**config.mk**
```make
export PLATFORM = sky130hd
export DESIGN_NAME = plic_lite
export DESIGN_NICKNAME = d
export VERILOG_FILES = /design/src/rtl/plic_pkg.sv /design/src/rtl/plic_gateway.sv /design/src/rtl/plic_lite.sv
export SDC_FILE = /design/constraint.sdc
export NUM_CORES = 1
export LEC_CHECK = 0
export CORE_MARGIN = 2
export CORE_UTILIZATION = 57
export DETAILED_ROUTE_END_ITERATION = 7
export PLACE_DENSITY_LB_ADDON = 0.12
export SYNTH_ARGS = -nofsm -noshare
export SYNTH_HDL_FRONTEND = slang
export SYNTH_SLANG_ARGS = --single-unit
```
**constraint.sdc**
```tcl
create_clock -name clock -period 18.4 [get_ports clock]
set_input_delay 3.68 -clock clock [delete_from_list [all_inputs] [get_ports clock]]
set_output_delay 3.68 -clock clock [all_outputs]
set_load 0.01 [all_outputs]
```
**src/rtl/plic_pkg.sv**
```systemverilog
// Shared register offsets and gateway state encoding for plic_lite.
// Latency: n/a (definitions only).
// Backpressure: n/a.
package plic_pkg;

    localparam logic [11:0] PrioBase     = 12'h000;
    localparam logic [11:0] PendingOff   = 12'h080;
    localparam logic [11:0] EnableOff    = 12'h100;
    localparam logic [11:0] ThresholdOff = 12'h200;
    localparam logic [11:0] ClaimOff     = 12'h204;

    typedef enum logic [1:0] {
        Idle      = 2'd0,
        Pending   = 2'd1,
        InService = 2'd2
    } gateway_state_t;

endpackage

```
**src/rtl/plic_gateway.sv**
```systemverilog
// Per-source interrupt gateway: latches a level request until claimed, then holds it until completed.
// Latency: irq to pending in 1 cycle; claim/complete take effect on the same edge.
// Backpressure: none; irq is ignored while pending or in service.
module plic_gateway
    import plic_pkg::*;
(
    input  logic clock,
    input  logic reset,
    input  logic irq,
    input  logic claim,
    input  logic complete,
    output logic pending,
    output logic in_service
);

    gateway_state_t state;

    always_ff @(posedge clock or posedge reset) begin
        if (reset) begin
            state      <= Idle;
            pending    <= 1'b0;
            in_service <= 1'b0;
        end else begin
            case (state)
                Idle: begin
                    if (irq) begin
                        state   <= Pending;
                        pending <= 1'b1;
                    end
                end
                Pending: begin
                    if (claim) begin
                        state      <= InService;
                        pending    <= 1'b0;
                        in_service <= 1'b1;
                    end
                end
                InService: begin
                    if (complete) begin
                        state      <= Idle;
                        in_service <= 1'b0;
                    end
                end
                default: begin
                    state      <= Idle;
                    pending    <= 1'b0;
                    in_service <= 1'b0;
                end
            endcase
        end
    end

endmodule

```
**src/rtl/plic_lite.sv**
```systemverilog
// Lightweight PLIC: per-source priority/enable, global threshold, claim/complete over a register port.
// Latency: bus ack/rd_data 1 cycle after strobe; irq_src to external_interrupt 2 cycles.
// Backpressure: none; every strobe is acked next cycle, a write wins over a simultaneous read.
module plic_lite
    import plic_pkg::*;
#(
    parameter int NUM_SOURCES = 8,
    parameter int PRIO_WIDTH  = 3,
    parameter int DATA_SIZE   = 32
) (
    input  logic                   clock,
    input  logic                   reset,
    input  logic [NUM_SOURCES-1:0] irq_src,
    input  logic                   rd_en,
    input  logic                   wr_en,
    input  logic [11:0]            addr,
    input  logic [DATA_SIZE-1:0]   wr_data,
    output logic [DATA_SIZE-1:0]   rd_data,
    output logic                   ack,
    output logic                   bus_error,
    output logic                   external_interrupt
);

    localparam int IdW = 5;

    logic [PRIO_WIDTH-1:0]  prio [1:NUM_SOURCES];
    logic [NUM_SOURCES:1]   enable;
    logic [PRIO_WIDTH-1:0]  threshold;
    logic [NUM_SOURCES:1]   pending;
    logic [NUM_SOURCES:1]   in_service;

    logic [11:0]            addr_w;
    logic [NUM_SOURCES:1]   prio_hit;
    logic                   hit_pend, hit_en, hit_thr, hit_claim, mapped;

    logic [IdW-1:0]         max_id;
    logic [PRIO_WIDTH-1:0]  max_prio;
    logic                   irq_above;
    logic                   claim_fire, complete_fire;
    logic [IdW-1:0]         claim_id, complete_id;
    logic [DATA_SIZE-1:0]   rd_mux;
    logic                   unused_bits;

    assign addr_w = {addr[11:2], 2'b00};

    always_comb begin
        prio_hit = '0;
        for (int i = 1; i <= NUM_SOURCES; i++) begin
            prio_hit[i] = (addr_w == PrioBase + 12'(4 * i));
        end
    end

    assign hit_pend  = (addr_w == PendingOff);
    assign hit_en    = (addr_w == EnableOff);
    assign hit_thr   = (addr_w == ThresholdOff);
    assign hit_claim = (addr_w == ClaimOff);
    assign mapped    = (|prio_hit) | hit_pend | hit_en | hit_thr | hit_claim;

    // Strict '>' while scanning upward keeps the lowest ID on a priority tie
    // and excludes priority-0 sources for free.
    always_comb begin
        max_id   = '0;
        max_prio = '0;
        for (int i = 1; i <= NUM_SOURCES; i++) begin
            if (pending[i] && enable[i] && (prio[i] > max_prio)) begin
                max_prio = prio[i];
                max_id   = IdW'(i);
            end
        end
    end

    assign irq_above     = (max_prio > threshold);
    assign claim_fire    = rd_en && !wr_en && hit_claim;
    assign claim_id      = irq_above ? max_id : '0;
    assign complete_fire = wr_en && hit_claim;
    assign complete_id   = wr_data[IdW-1:0];

    for (genvar g = 1; g <= NUM_SOURCES; g++) begin : g_gw
        plic_gateway u_gw (
            .clock      (clock),
            .reset      (reset),
            .irq        (irq_src[g-1]),
            .claim      (claim_fire && (claim_id == IdW'(g))),
            .complete   (complete_fire && (complete_id == IdW'(g))),
            .pending    (pending[g]),
            .in_service (in_service[g])
        );
    end

    always_comb begin
        rd_mux = '0;
        for (int i = 1; i <= NUM_SOURCES; i++) begin
            if (prio_hit[i]) rd_mux[PRIO_WIDTH-1:0] = prio[i];
        end
        if (hit_pend)  rd_mux[NUM_SOURCES:1]  = pending;
        if (hit_en)    rd_mux[NUM_SOURCES:1]  = enable;
        if (hit_thr)   rd_mux[PRIO_WIDTH-1:0] = threshold;
        if (hit_claim) rd_mux[IdW-1:0]        = claim_id;
    end

    always_ff @(posedge clock or posedge reset) begin
        if (reset) begin
            for (int i = 1; i <= NUM_SOURCES; i++) prio[i] <= '0;
            enable             <= '0;
            threshold          <= '0;
            rd_data            <= '0;
            ack                <= 1'b0;
            bus_error          <= 1'b0;
            external_interrupt <= 1'b0;
        end else begin
            ack                <= rd_en | wr_en;
            bus_error          <= (rd_en | wr_en) && !mapped;
            rd_data            <= (rd_en && !wr_en) ? rd_mux : '0;
            external_interrupt <= irq_above;
            if (wr_en) begin
                for (int i = 1; i <= NUM_SOURCES; i++) begin
                    if (prio_hit[i]) prio[i] <= wr_data[PRIO_WIDTH-1:0];
                end
                if (hit_en)  enable    <= wr_data[NUM_SOURCES:1];
                if (hit_thr) threshold <= wr_data[PRIO_WIDTH-1:0];
            end
        end
    end

    assign unused_bits = ^{addr[1:0], wr_data, in_service};

endmodule

```
# Yosys cells after proc, flatten, opt, wreduce, memory -nomap -nowiden
# Index checks and enable logic that the tools add are counted.
# W data, S select, Z words.
# classes
order_cmp	9
muxes	86
eq_ne	68
n_reduce_logical	73
bitwise_logic	13
# op_table
op	n
$mux W3	17
$mux W2	24
$pmux W2 S3	8
$reduce_and A3 Y1	16
$mux W5	9
$eq A10 B3 Y1 const B	4
$eq A5 B3 Y1 const B	8
$logic_and A1 B1 Y1	36
$ne A2 B1 Y1 const B	16
$gt A3 B3 Y1	8
$pmux W1 S3	8
$eq A10 B2 Y1 const B	2
$eq A10 B8 Y1 const B	2
$eq A5 B2 Y1 const B	4
$reduce_and A2 Y1	10
$mux W1	17
$eq A2 B1 Y1 const B	8
$eq A2 B2 Y1 const B	8
$logic_not A2 Y1	8
$mux W8	2
$ne A2 B2 Y1 const B	8
$eq A10 B1 Y1 const B	1
$eq A10 B4 Y1 const B	1
$eq A10 B6 Y1 const B	1
9 further kinds	23
# word_totals
register_bits	71
output_inout_bits	35
elab_cells	279
input_bits	56

# Logic depth before layout (Yosys ltp)
# Gate-level depths: netlist of the first run.
# depth
depth_word	30
ltp_mapped	55
ltp_nobuf	55

# Modules after synthesis
# A second synthesis of the first run with hierarchy kept.
# unflattened
hier_cells	538
hier_area_um2	5067.4
# modules_own_cells
module	seq_area_each_um2	instances	area_per_inst_um2	cells_each
plic_lite	1176.1	1	3706.1	402
plic_gateway	100.1	8	170.2	17

# Worst setup path before layout of the first run
# OpenSTA, ideal clock, no wires.
# synth_timing
path_kind	reg2reg
from	register g_gw[1].u_gw.pending
to	register g_gw[2].u_gw.pending
arrival_ns	10.590
path_stages_with_launch	56
n_path_buf	2
t_required_ns	18.269
synth_period_minus_slack_ns	10.721
path_slack_ns	7.679
setup_time_ns	0.131
cell_sequence	dfrtp_1 nand3_1 ha_1 nor2b_4 o311a_4 and2_4 buf_6 a21oi_1 ha_1 nand2_1 nor2_1 a31oi_1 o31ai_4 nor2_1 nor2_1 a21oi_1 ha_1 o32ai_1 [20 not listed] a21o_1 ha_1 nor2b_1 o21a_1 o2111ai_1 nor2_1 a31oi_1 o21ai_1 ha_1 inv_1 a21o_1 a21oi_1 a31oi_1 nand4_1 nor2_1 and4_1 buf_2 a31oi_1
# synth_via
elab_chain_len	30
elab_cells_between_ends	38
classes_between	order compare (8); eq/ne (2); mux (17); reduce/logical (11)
# synth_lines
item	line	text
start, declared	plic_gateway.sv:12	output logic pending,
start signal, assigned	plic_gateway.sv:21	pending <= 1'b0;
start signal, assigned	plic_gateway.sv:28	pending <= 1'b1;
start signal, assigned	plic_gateway.sv:34	pending <= 1'b0;
$logic_and A1 B1 Y1 * (2 in a row)	plic_lite.sv:65	if (pending[i] && enable[i] && (prio[i] > max_prio)) begin
$mux W3 *	plic_lite.sv:65	
$gt A3 B3 Y1	plic_lite.sv:65	
$logic_and A1 B1 Y1	plic_lite.sv:65	
$mux W3 *	plic_lite.sv:65	
$gt A3 B3 Y1	plic_lite.sv:65	
$logic_and A1 B1 Y1	plic_lite.sv:65	
$mux W3 *	plic_lite.sv:65	
[14 not listed]	n/a	
$mux W3 *	plic_lite.sv:65	
$gt A3 B3 Y1 *	plic_lite.sv:72	assign irq_above = (max_prio > threshold);
named net irq_above	plic_lite.sv:38	logic irq_above;
$mux W5 *	plic_lite.sv:74	assign claim_id = irq_above ? max_id : '0;
$eq A5 B2 Y1 *	plic_lite.sv:83	.claim (claim_fire && (claim_id == IdW'(g))),
$logic_and A1 B1 Y1 *	plic_lite.sv:83	
$ne A2 B1 Y1 (no source line) *	n/a	
$reduce_and A3 Y1 (no source line) *	n/a	
end signal, assigned	plic_gateway.sv:28	
end signal, assigned	plic_gateway.sv:34	
end signal, assigned	plic_gateway.sv:46	pending <= 1'b0;
end, declared	plic_gateway.sv:12	
# Mark *: on every way through the listed nets, which the timed path passes. The rest lies on a longest branch.
# A chain may end at the register's enable or synchronous reset.

# Final worst setup path of the first run
# layout_timing
from	register g_gw[1].u_gw.pending
to	register g_gw[2].u_gw.state[1]
# layout_via
elab_chain_len	30
elab_cells_between_ends	38
classes_between	order compare (8); eq/ne (2); mux (17); reduce/logical (11)
# layout_lines
item	line	text
$logic_and A1 B1 Y1 * (2 in a row)	plic_lite.sv:65	
$mux W3 *	plic_lite.sv:65	
$gt A3 B3 Y1	plic_lite.sv:65	
$logic_and A1 B1 Y1	plic_lite.sv:65	
$mux W3 *	plic_lite.sv:65	
$gt A3 B3 Y1	plic_lite.sv:65	
$logic_and A1 B1 Y1	plic_lite.sv:65	
$mux W3 *	plic_lite.sv:65	
[14 not listed]	n/a	
$mux W3 *	plic_lite.sv:65	
$gt A3 B3 Y1 *	plic_lite.sv:72	
named net irq_above	plic_lite.sv:38	
$mux W5 *	plic_lite.sv:74	
$eq A5 B2 Y1 *	plic_lite.sv:83	
$logic_and A1 B1 Y1 *	plic_lite.sv:83	
$ne A2 B1 Y1 (no source line) *	n/a	
$reduce_and A3 Y1 (no source line) *	n/a	
end signal, assigned	plic_gateway.sv:33	state <= InService;
end signal, assigned	plic_gateway.sv:40	state <= Idle;
end signal, assigned	plic_gateway.sv:45	state <= Idle;
end, declared	plic_gateway.sv:16	gateway_state_t state;
# Marked as above.

==> metrics.md, run 1 <==
| Metric | Value |
|---|---|
| Clock Root Buffer | clkbuf_8 |
| Largest net degree at the start of global routing | 72 |
| Chip width | 93.8 um |
| Maximum vdd drop | 0.0390 mV |
| Fin Setup TNS | 0 ns |
| First-pass GRT wire length | 18500 um |
| M3 GR Usage | 4.74% |
| Top cells by area, synth | dfrtp_1, mux2_2, ha_1 |
| Routability cong. | 0.945 |
| Clk pwr share | 42.5% |
| CP peak stage delay | 0.67 ns |
| Synth Area per Inst | 9.62 sq um |
| Fmax achieved | 78.5 MHz |
| Worst-path fanout max | 10 |
| Max-Cap Viols | 0 |
| TritonCTS Buffers | 9 |
| Setup crit end kind | register |
| Sw power | 90.0 uW |
| CTS H-tree lvls | 3 |
| Final worst-path setup slack | 5.65 ns |
| Area Growth Syn to Fin | 13.8% |
| Internal power | 252 uW |
| HPWL after DPL | 8600 um |
| Die Y | 93.8 um |
| Synth cell types | 73 |
| Crit-path slowest cell | o2111ai_1 |
| Routed len/inst | 18.4 um |
| Port Buffers | 42 |
| CTS Hold Buffers Added | 0 |
| Diodes inserted | 0 |
| CTS sink count | 71 |
| Setup violations, final | 0 |
| Switching Fraction | 26.3% |
| Drt pass-1 iters | 5 |
| Remaining antenna violation count | 0 |
| DRC | 0 |
| Met1 Track Usage GR | 34.2% |
| DIE AREA | 8810 sq um |
| Top cell family by delay on the critical path | compound AO/OA/AOI/OAI gates |
| Worst slew margin | 41.1% |
| Warnings, synthesis | 0 |
| Number of global-route vias before repair | 3879 |
| Pre-CTS setup slack | 5.92 ns |
| CP startpoint kind | register |
| Net count, final | 592 |
| Avg Vias per Cell | 6.23 |
| Initial antenna violation count | 0 |
| Levels on crit path | 53 |
| Top FF cell, synth | dfrtp_1 |
| Worst clock skew | 0.0104 ns |
| Post-synthesis sequential area ratio | 38.6% |
| Post-synth EDFFs | 0 |
| Cell count of the worst hold path | 1 |
| Initial DRC count | 240 |
| Mapped Cells | 478 |
| Fillers | 640 |
| Largest area contributor in the netlist | dfrtp_1 |
| Crit path DAT | 13.05 ns |
| Post-synth top area share | 38.6% |
| Async SR Flop Fraction | 100% |
| Max Root-Sink Buffers | 2 |
| Power Density | 65.4 nW/um^2 |
| Final non-filler cell total | 626 |
| Postcts setup bufs | 0 |
| Slew Viols, Final | 0 |
| Clk pin slew, worst setup/hold paths | 0.08 ns |
| Clock latency on the worst-skew pair | 0.37 ns |
| Initial Utilization | 59.2% |
| Status | complete, no violations |
| Class of the most critical setup path | reg -> reg |
| Global Route Usage Sum | 27.5% |
| Total power | 343 uW |
| Synthesized cell area | 4600 sq um |
| Layout cells sized above 1 | 15.5% |
| RSZ-0062 raised after global routing | no |
| Worst slew pin tran | 0.884 ns |
| Post-CTS Resized | 0 |
| Final period demand of the worst path | 12.75 ns |
| Hold Path Class | reg -> reg |
| R2R cell count | 53 |
| CTS tree | done |
| Combinational share of power | 9.3% |
| Row Count | 32 |
| Via Count | 3897 |
| WP buf/inv | 1 |
| Met2 Use GR | 45.5% |
| Flop pwr share | 48.2% |
| Busiest grt layer | met2 |
| Dpl cells | 610 |
| Leakage | 2.34 nW |
| GRT overflow | 0 |
| WP data required | 18.70 ns |
| Drt total wl | 11500 um |
| Boundary pin count | 91 |
| Tcrit/Tclk final | 69.3% |
| Synthesis-stage register bit count | 71 |
| Hold Fails Final Rpt | 0 |
| Core area | 7770 sq um |
==> final timing paths <==
check                                                  start                                 to  slack, ns
max                         g_gw[1].u_gw.pending$_DFFE_PP0P_  g_gw[2].u_gw.state[1]$_DFFE_PP0P_       5.65
min                        g_gw[5].u_gw.state[1]$_DFFE_PP0P_  g_gw[5].u_gw.state[0]$_DFFE_PP0P_       0.45
max reg2reg                 g_gw[1].u_gw.pending$_DFFE_PP0P_  g_gw[2].u_gw.state[1]$_DFFE_PP0P_       5.65
min reg2reg                g_gw[5].u_gw.state[1]$_DFFE_PP0P_  g_gw[5].u_gw.state[0]$_DFFE_PP0P_       0.45
max in group asynchronous                              reset  g_gw[1].u_gw.state[1]$_DFFE_PP0P_      13.92
min in group asynchronous                              reset               rd_data[8]$_DFF_PP0_       3.91
==> cell type report <==
class                   instances  area, sq um  share of cell area (%)
flip-flops and latches         71         1780                    33.9
inverters                      29          109                    2.08
well taps                     102          128                    2.44
clock buffers                   9          124                    2.37
multi-input cells             363         2550                    48.8
clock inverters                 7          103                    1.96
repair buffers                 45          443                    8.46
==> registers in the layout (all words and copies together) (netlist names) <==
register and flops:
external_interrupt 1, ack 1, threshold 3, g_gw.u_gw.state 16, g_gw.u_gw.pending 8, bus_error 1, prio 24, enable 8
rd_data 9
==> cells by family after synthesis <==
| kind of cell | share of synthesized area (%) |
|---|---|
| AO/OA/AOI/OAI | 21.4 |
| XOR/XNOR | 0.381 |
| adder cells (fa/ha/maj) | 4.84 |
| buffers and inverters | 7.64 |
| flip-flops | 38.6 |
| multiplexers | 11.0 |
| other | 0.0815 |
| AND/OR/NAND/NOR | 16.0 |
==> placed cells by master, fill, tap and decap left out, types with 5 or more instances in the layout <==
cell	netlist	final
a21oi_1	15	15
dfrtp_1	71	71
clkdlybuf4s50_1	0	42
a31oi_1	11	11
o22ai_1	5	5
nand3_1	14	14
nor2_1	34	34
nor3b_1	5	5
inv_1	29	28
nand2_1	35	35
o21ai_0	24	24
conb_1	1	23
a22oi_1	11	11
ha_1	17	17
a211oi_1	6	6
mux2_2	35	35
nor2b_1	10	10
o21a_1	5	5
nor3_1	7	7
clkbuf_8	0	9
a21o_1	5	5
and3_1	9	9
a31o_2	7	7
==> power by group through the flow <==
stage / Clock [mW] / Sequential, mW / Combinational, mW
after floorplan: 0 / 0.166 / 0.0220
after global placement: 0 / 0.168 / 0.0309
after detailed placement: 0 / 0.168 / 0.0317
after CTS: 0.147 / 0.165 / 0.0318
after global routing: 0.153 / 0.166 / 0.0353
final: 0.145 / 0.165 / 0.0318
==> through the flow <==
| step | area [sq um] | utilization [%] | hold WS [ns] |
|---|---|---|---|
| 2_1_floorplan | 4680 | - | 0.422 |
| 3_3_place_gp | 5010 | 64.5 | 0.439 |
| 3_5_place_dp | 5010 | 64.5 | 0.452 |
| 4_1_cts | 5240 | 67.4 | 0.461 |
| 5_1_grt | 5240 | 67.4 | 0.480 |
| 6_report | 5240 | 67.4 | 0.454 |
==> routing by layer <==
layer | share of wire [%] | vias up
li1 | - | 1809
met1 | 41 | 1889
met2 | 49 | 170
met3 | 6.8 | 29
met4 | 3.5 | 0
met5 | 0 | -
==> synthesized netlist by cell type, types with 6 or more instances <==
cell and number:
a211oi_1 6, a21oi_1 15, a22oi_1 11, a31o_2 7, a31oi_1 11, and3_1 9, buf_4 23, clkbuf_1 10
dfrtp_1 71, ha_1 17, inv_1 29, mux2_2 35, nand2_1 35, nand3_1 14, nor2_1 34, nor2b_1 10
nor3_1 7, o21ai_0 24
Note: power is estimated with default switching activity, not from simulation.
==> inputs of run 2 (changes only) <==
- CORE_UTILIZATION: 57 -> 47
- clock period: 18.4 -> 10.35 ns (I/O delays scaled with it)
==> metrics.md, run 2 (synthesis gave the netlist of run 1 again) <==
| Metric | Value |
|---|---|
| Initial antenna violation count | 0 (unchanged) |
| First-pass GRT wire length | 19100 um (was 18500 um) |
| Pre-CTS setup slack | -0.117 ns (was 5.92 ns) |
| Area Growth Syn to Fin | 30.5% (was 13.8%) |
| Commonest non-fill, non-tap cells in the layout | dfrtp_1, clkdlybuf4s50_1, mux2_2, buf_4, nand2_1 (was dfrtp_1, clkdlybuf4s50_1, nand2_1, mux2_2, nor2_1) |
| RSZ-0062 raised after global routing | yes (was no) |
| Top flop regs | prio x24, g_gw.u_gw.state x16, rd_data x9 (unchanged) |
| Initial DRC count | 222 (was 240) |
| Status | complete, no violations (unchanged) |
| Worst-path fanout max | 6 (was 10) |
| Max-Cap Viols | 0 (unchanged) |
| Hold Fails Final Rpt | 0 (unchanged) |
| Max Root-Sink Buffers | 2 (unchanged) |
| Layout cells sized above 1 | 29.7% (was 15.5%) |
| Worst slew pin tran | 0.933 ns (was 0.884 ns) |
| Routability cong. | 0.891 (was 0.945) |
| Port Buffers | 42 (unchanged) |
| Power Density | 110 nW/um^2 (was 65.4 nW/um^2) |
| Core area | 9640 sq um (was 7770 sq um) |
| Global Route Usage Sum | 24.0% (was 27.5%) |
| Boundary pin count | 91 (unchanged) |
| Setup crit end kind | register (unchanged) |
| CTS tree | done (unchanged) |
| Final period demand of the worst path | 10.15 ns (was 12.75 ns) |
| Via Count | 4050 (was 3897) |
| Fmax achieved | 98.6 MHz (was 78.5 MHz) |
| Largest net degree at the start of global routing | 72 (unchanged) |
| Chip width | 103 um (was 93.8 um) |
| Row Count | 36 (was 32) |
| Top cell family by delay on the critical path | compound AO/OA/AOI/OAI gates (unchanged) |
| Commonest non-fill, non-tap cell in the layout | dfrtp_1 (unchanged) |
| HPWL after DPL | 8860 um (was 8600 um) |
| GRT overflow | 0 (unchanged) |
| Final worst-path setup slack | 0.203 ns (was 5.65 ns) |
| WP buf/inv | 1 (unchanged) |
| Worst clock skew | 0.0107 ns (was 0.0104 ns) |
| Clock latency on the worst-skew pair | 0.36 ns (was 0.37 ns) |
| Setup violations, final | 0 (unchanged) |
| CP dominant cell by count | ha_4 |
| Initial Utilization | 47.7% (was 59.2%) |
| Hold Path Class | reg -> reg (unchanged) |
| Hold_ws | 0.456 ns (was 0.454 ns) |
| Post-Route Utilization | 62.3% (was 67.4%) |
| Net count, final | 628 (was 592) |
| Fillers | 788 (was 640) |
| Routed len/inst | 18.3 um (was 18.4 um) |
| Reg with most FFs | prio (unchanged) |
| Remaining antenna violation count | 0 (unchanged) |
| CP peak stage delay | 0.44 ns (was 0.67 ns) |
| Drt pass-1 iters | 4 (was 5) |
| Crit path DAT | 10.38 ns (was 13.05 ns) |
| CP startpoint kind | register (unchanged) |
| Clock Root Buffer | clkbuf_8 (unchanged) |
| Clk pin slew, worst setup/hold paths | 0.08 ns (about the same) |
| Avg Vias per Cell | 5.85 (was 6.23) |
| CTS Hold Buffers Added | 0 (unchanged) |
| Number of global-route vias before repair | 3773 (was 3879) |
| CTS sink count | 71 (unchanged) |
| Diodes inserted | 0 (unchanged) |
| Worst reg2reg startpoint | g_gw[1].u_gw.pending$_DFFE_PP0P_ (unchanged) |
| WP data required | 10.58 ns (was 18.70 ns) |
| Class of the most critical setup path | reg -> reg (unchanged) |
| Tcrit/Tclk final | 98.0% (was 69.3%) |
| Maximum vdd drop | 0.0720 mV (was 0.0390 mV) |
| TritonCTS Buffers | 9 (unchanged) |
| Slew Viols, Final | 0 (unchanged) |
| DIE AREA | 10600 sq um (was 8810 sq um) |
| Drt total wl | 12600 um (was 11500 um) |
| Die Y | 103 um (was 93.8 um) |
| CTS H-tree lvls | 3 (unchanged) |
| Worst slew margin | 37.8% (was 41.1%) |
| Crit-path slowest cell | dfrtp_1 (was o2111ai_1) |
| Worst Setup SP | g_gw[1].u_gw.pending$_DFFE_PP0P_ (unchanged) |
| DRC | 0 (unchanged) |
| Leakage | 2.57 nW (was 2.34 nW) |
| Largest register FFs | 24 (unchanged) |
| Hold Crit Start | g_gw[5].u_gw.state[1]$_DFFE_PP0P_ (unchanged) |
-- run 2: cell count changes in the layout (fill, tap and decap cells not counted), sizes merged --
cell / before / now
buf: 3 / 38
bufinv: 2 / 4
inv: 32 / 29
o2111ai: 2 / 3
-- run 2: final timing paths --
| check | end | slack, ns | depth (start not counted) |
|---|---|---|---|
| min in group asynchronous | g_gw[5].u_gw.state[0]$_DFFE_PP0P_ | 2.29 | 3 |
| worst max-delay path | g_gw[2].u_gw.pending$_DFFE_PP0P_ | 0.20 | 51 |
| worst min-delay path | g_gw[5].u_gw.state[0]$_DFFE_PP0P_ | 0.46 | 1 |
| worst max register to register | g_gw[2].u_gw.pending$_DFFE_PP0P_ | 0.20 | 51 |
| worst min register to register | g_gw[5].u_gw.state[0]$_DFFE_PP0P_ | 0.46 | 1 |
| max in group asynchronous | enable[1]$_DFFE_PP0P_ | 7.38 | 3 |
-- run 2: area by class of cell --
| type | instances | area [sq um] | area share (%) |
|---|---|---|---|
| Tap cell | 133 | 166 | 2.77 |
| Inverter | 29 | 109 | 1.81 |
| Clock inverter | 6 | 134 | 2.23 |
| Sequential cell | 71 | 1780 | 29.6 |
| Clock buffer | 9 | 124 | 2.06 |
| Timing Repair Buffer | 80 | 721 | 12.0 |
| Multi-Input combinational cell | 364 | 2970 | 49.5 |
-- run 2: layer usage --
| metal | up-vias | routed length (um) | part of all wire (%) | GRT usage (%) |
|---|---|---|---|---|
| met5 | - | 0 | 0 | 0 |
| met4 | 0 | 308 | 2.4 | 10.8 |
| met3 | 21 | 616 | 4.9 | 3.59 |
| met2 | 123 | 6130 | 48 | 38.5 |
| met1 | 2010 | 5590 | 44 | 32.1 |
| li1 | 1896 | - | - | - |
-- run 2: report_power, final --
part           switching [mW]  leakage (nW)  total (mW)  internal, mW
registers             0.00982         0.888       0.294         0.285
logic                  0.0361          1.55      0.0670        0.0309
clock network           0.115         0.129       0.298         0.183
-- run 2: worst register-to-register path: cells and delay by family (launching register included) --
| family | cells | cell delay, ns |
|---|---|---|
| and+or+nand+nor | 17 | 2.52 |
| AOI/OAI and AO/OA | 21 | 3.77 |
| buffers and inverters | 1 | 0.04 |
| muxes | 3 | 1.02 |
| adders and majority gates | 9 | 2.24 |
| DFF | 1 | 0.44 |
-- run 2: metrics by stage --
| stage | std cells | power [mW] | setup TNS (ns) | instance area (sq um) |
|---|---|---|---|---|
| 3_5_place_dp | 659 | 0.358 | -0.824 | 5200 |
| 5_1_grt | 692 | 0.681 | -3.81 | 6000 |
| 6_report | 692 | 0.659 | 0 | 6000 |
| 4_1_cts | 677 | 0.654 | 0 | 5510 |
| 3_3_place_gp | 659 | 0.357 | -0.0213 | 5200 |
| 2_1_floorplan | 500 | 0.335 | 0 | 4700 |
-- run 2: timing repair --
action	in CTS	in global routing
pin swaps	2	47
gates resized for setup	5	69
setup endpoints to repair	18	28
gates cloned	0	1
buffers inserted	3	15
==> edit (flow settings as in run 2) <==
The output `external_interrupt` loses its register stage (`external_interrupt` becomes a continuous assignment). Comments in the files are not updated.
--- a/src/rtl/plic_lite.sv
+++ b/src/rtl/plic_lite.sv
@@ -107,10 +107,8 @@
             ack                <= 1'b0;
             bus_error          <= 1'b0;
-            external_interrupt <= 1'b0;
         end else begin
             ack                <= rd_en | wr_en;
             bus_error          <= (rd_en | wr_en) && !mapped;
             rd_data            <= (rd_en && !wr_en) ? rd_mux : '0;
-            external_interrupt <= irq_above;
             if (wr_en) begin
                 for (int i = 1; i <= NUM_SOURCES; i++) begin
@@ -123,4 +121,6 @@
     end
 
+    assign external_interrupt = irq_above;
+
     assign unused_bits = ^{addr[1:0], wr_data, in_service};
 
Function: changed (Yosys sat finds a counterexample within 4 cycles, from zero or initial values and one cycle with reset high).
==> edit against run 2 <==
The run now ends with negative setup slack left. Area after synthesis up 2.3%. Die area rose by 2.2%. Utilization rose by 8.8 points. Cell area is 15% higher. Wire length up 15%. Fmax is 18% lower. Sequential cell count down 1. Via count is 15% higher. Register-to-register slack lost 1000 ps. Setup slack got worse by 2300 ps. Non-clock buffer count rose by 92. Power shrank 5.6%. Global-route usage is 3.2 points higher.
==> edit: results (changes against run 2) <==
Non-clk bufs 172 (+110%); Unique masters post-synth 78 (+6.8%); most common library cells after synthesis dfrtp_1, nand2_1, nor2_1; mux contribution to synthesized area 9.84% (-1.1 points); fin cells 811 (+17%); worst r2r path cells 68 (+33%); Routed WL per cell 18.0 um (-1.5%); layout cells sized above 1 40.6% (+11 points); status complete, but fails checks; RD Place Congestion 0.932 (+4.6%); violated checks negative setup slack; slew margin rel. 40.3% (+2.5 points); Max IR drop VDD 0.0993 mV (+38%); Fin Setup TNS -20090 ps (-20090 ps); dpl cells 737 (+12%); met3 Resource Use GR 5.76% (+2.2 points); fin worst setup slack -2090 ps (-2290 ps); GR Layer Usage met1 34.4% (+2.4 points); fraction of area in non-clock buffers 20.8% (+8.8 points); Overall Global Routing Usage 27.2% (+3.2 points); CLK BUF 11 (+2); first-pass GRT wire length 23.4 mm (+23%); # fillers 730 (-7.4%); number of global-route vias before repair 4639 (+23%); multi-input gates 394 (+8.2%); largest cells by area after synthesis dfrtp_1, mux2_2, ha_1; multi-input logic area 0.00323 sq mm (+8.7%); clock skew 15.2 ps (+4.51 ps); CP Max Fanout 5 (-1); leak pwr 0.00297 uW (+16%); CP delay by family, top buffers and inverters; Clock-cell share 3.37% (-0.93 points); HP Start g_gw[3].u_gw.state[1]; Post-DP Area 0.00583 sq mm (+12%); DR WL met3 870 um (+41%); CP arrival 10370 ps (about the same); Die W 104 um (+1.1%); Pre-antenna DRT Iters 5 (+1); Post-Synth XOR/XNOR Area 0% (-0.38 points); syn_area_per_cell 9.30 sq um (-3.4%); Setup-failing EPs final 29 (+29); Synth Area in Compound Gates 21.5% (+0.032 points); pre-CTS WS -2250 ps (-2130 ps); nets 746 (+19%); reg2reg end g_gw[1].u_gw.state[1]; largest net degree at the start of global routing 71 (-1.4%)
## edit: changes by cell type after synthesis, sizes merged, moves of 4 or more
cell,change
mux2,-6
o21ai,+9
nor2,+9
nand2,+12
and3,-4
o31ai,-4
nand4,+4
nor2b,+5
a211oi,+10
## edit: worst min path at each step
stage / to / slack (ps) / depth (start not counted)
5_1_grt: g_gw[3].u_gw.state[0] / 480 / 1
3_5_place_dp: g_gw[1].u_gw.state[0] / 460 / 1
6_report: g_gw[3].u_gw.state[0] / 460 / 1
4_1_cts: g_gw[3].u_gw.state[0] / 470 / 1
3_3_place_gp: g_gw[3].u_gw.state[0] / 440 / 1
2_1_floorplan: g_gw[1].u_gw.state[0] / 430 / 1
## edit: report_power, final
part	switching (uW)	total (uW)	internal (uW)
combinational	39.9	76.5	36.6
sequential	6.50	285	278
clock	112	261	149
total	158	622	464
## edit: timing repair
item	4_1_cts	5_1_grt
setup endpoints to repair	29	29
hold buffers	0	0
resized for setup	70	26
pin swaps	46	21
buffers inserted	49	14
cloned	0	0
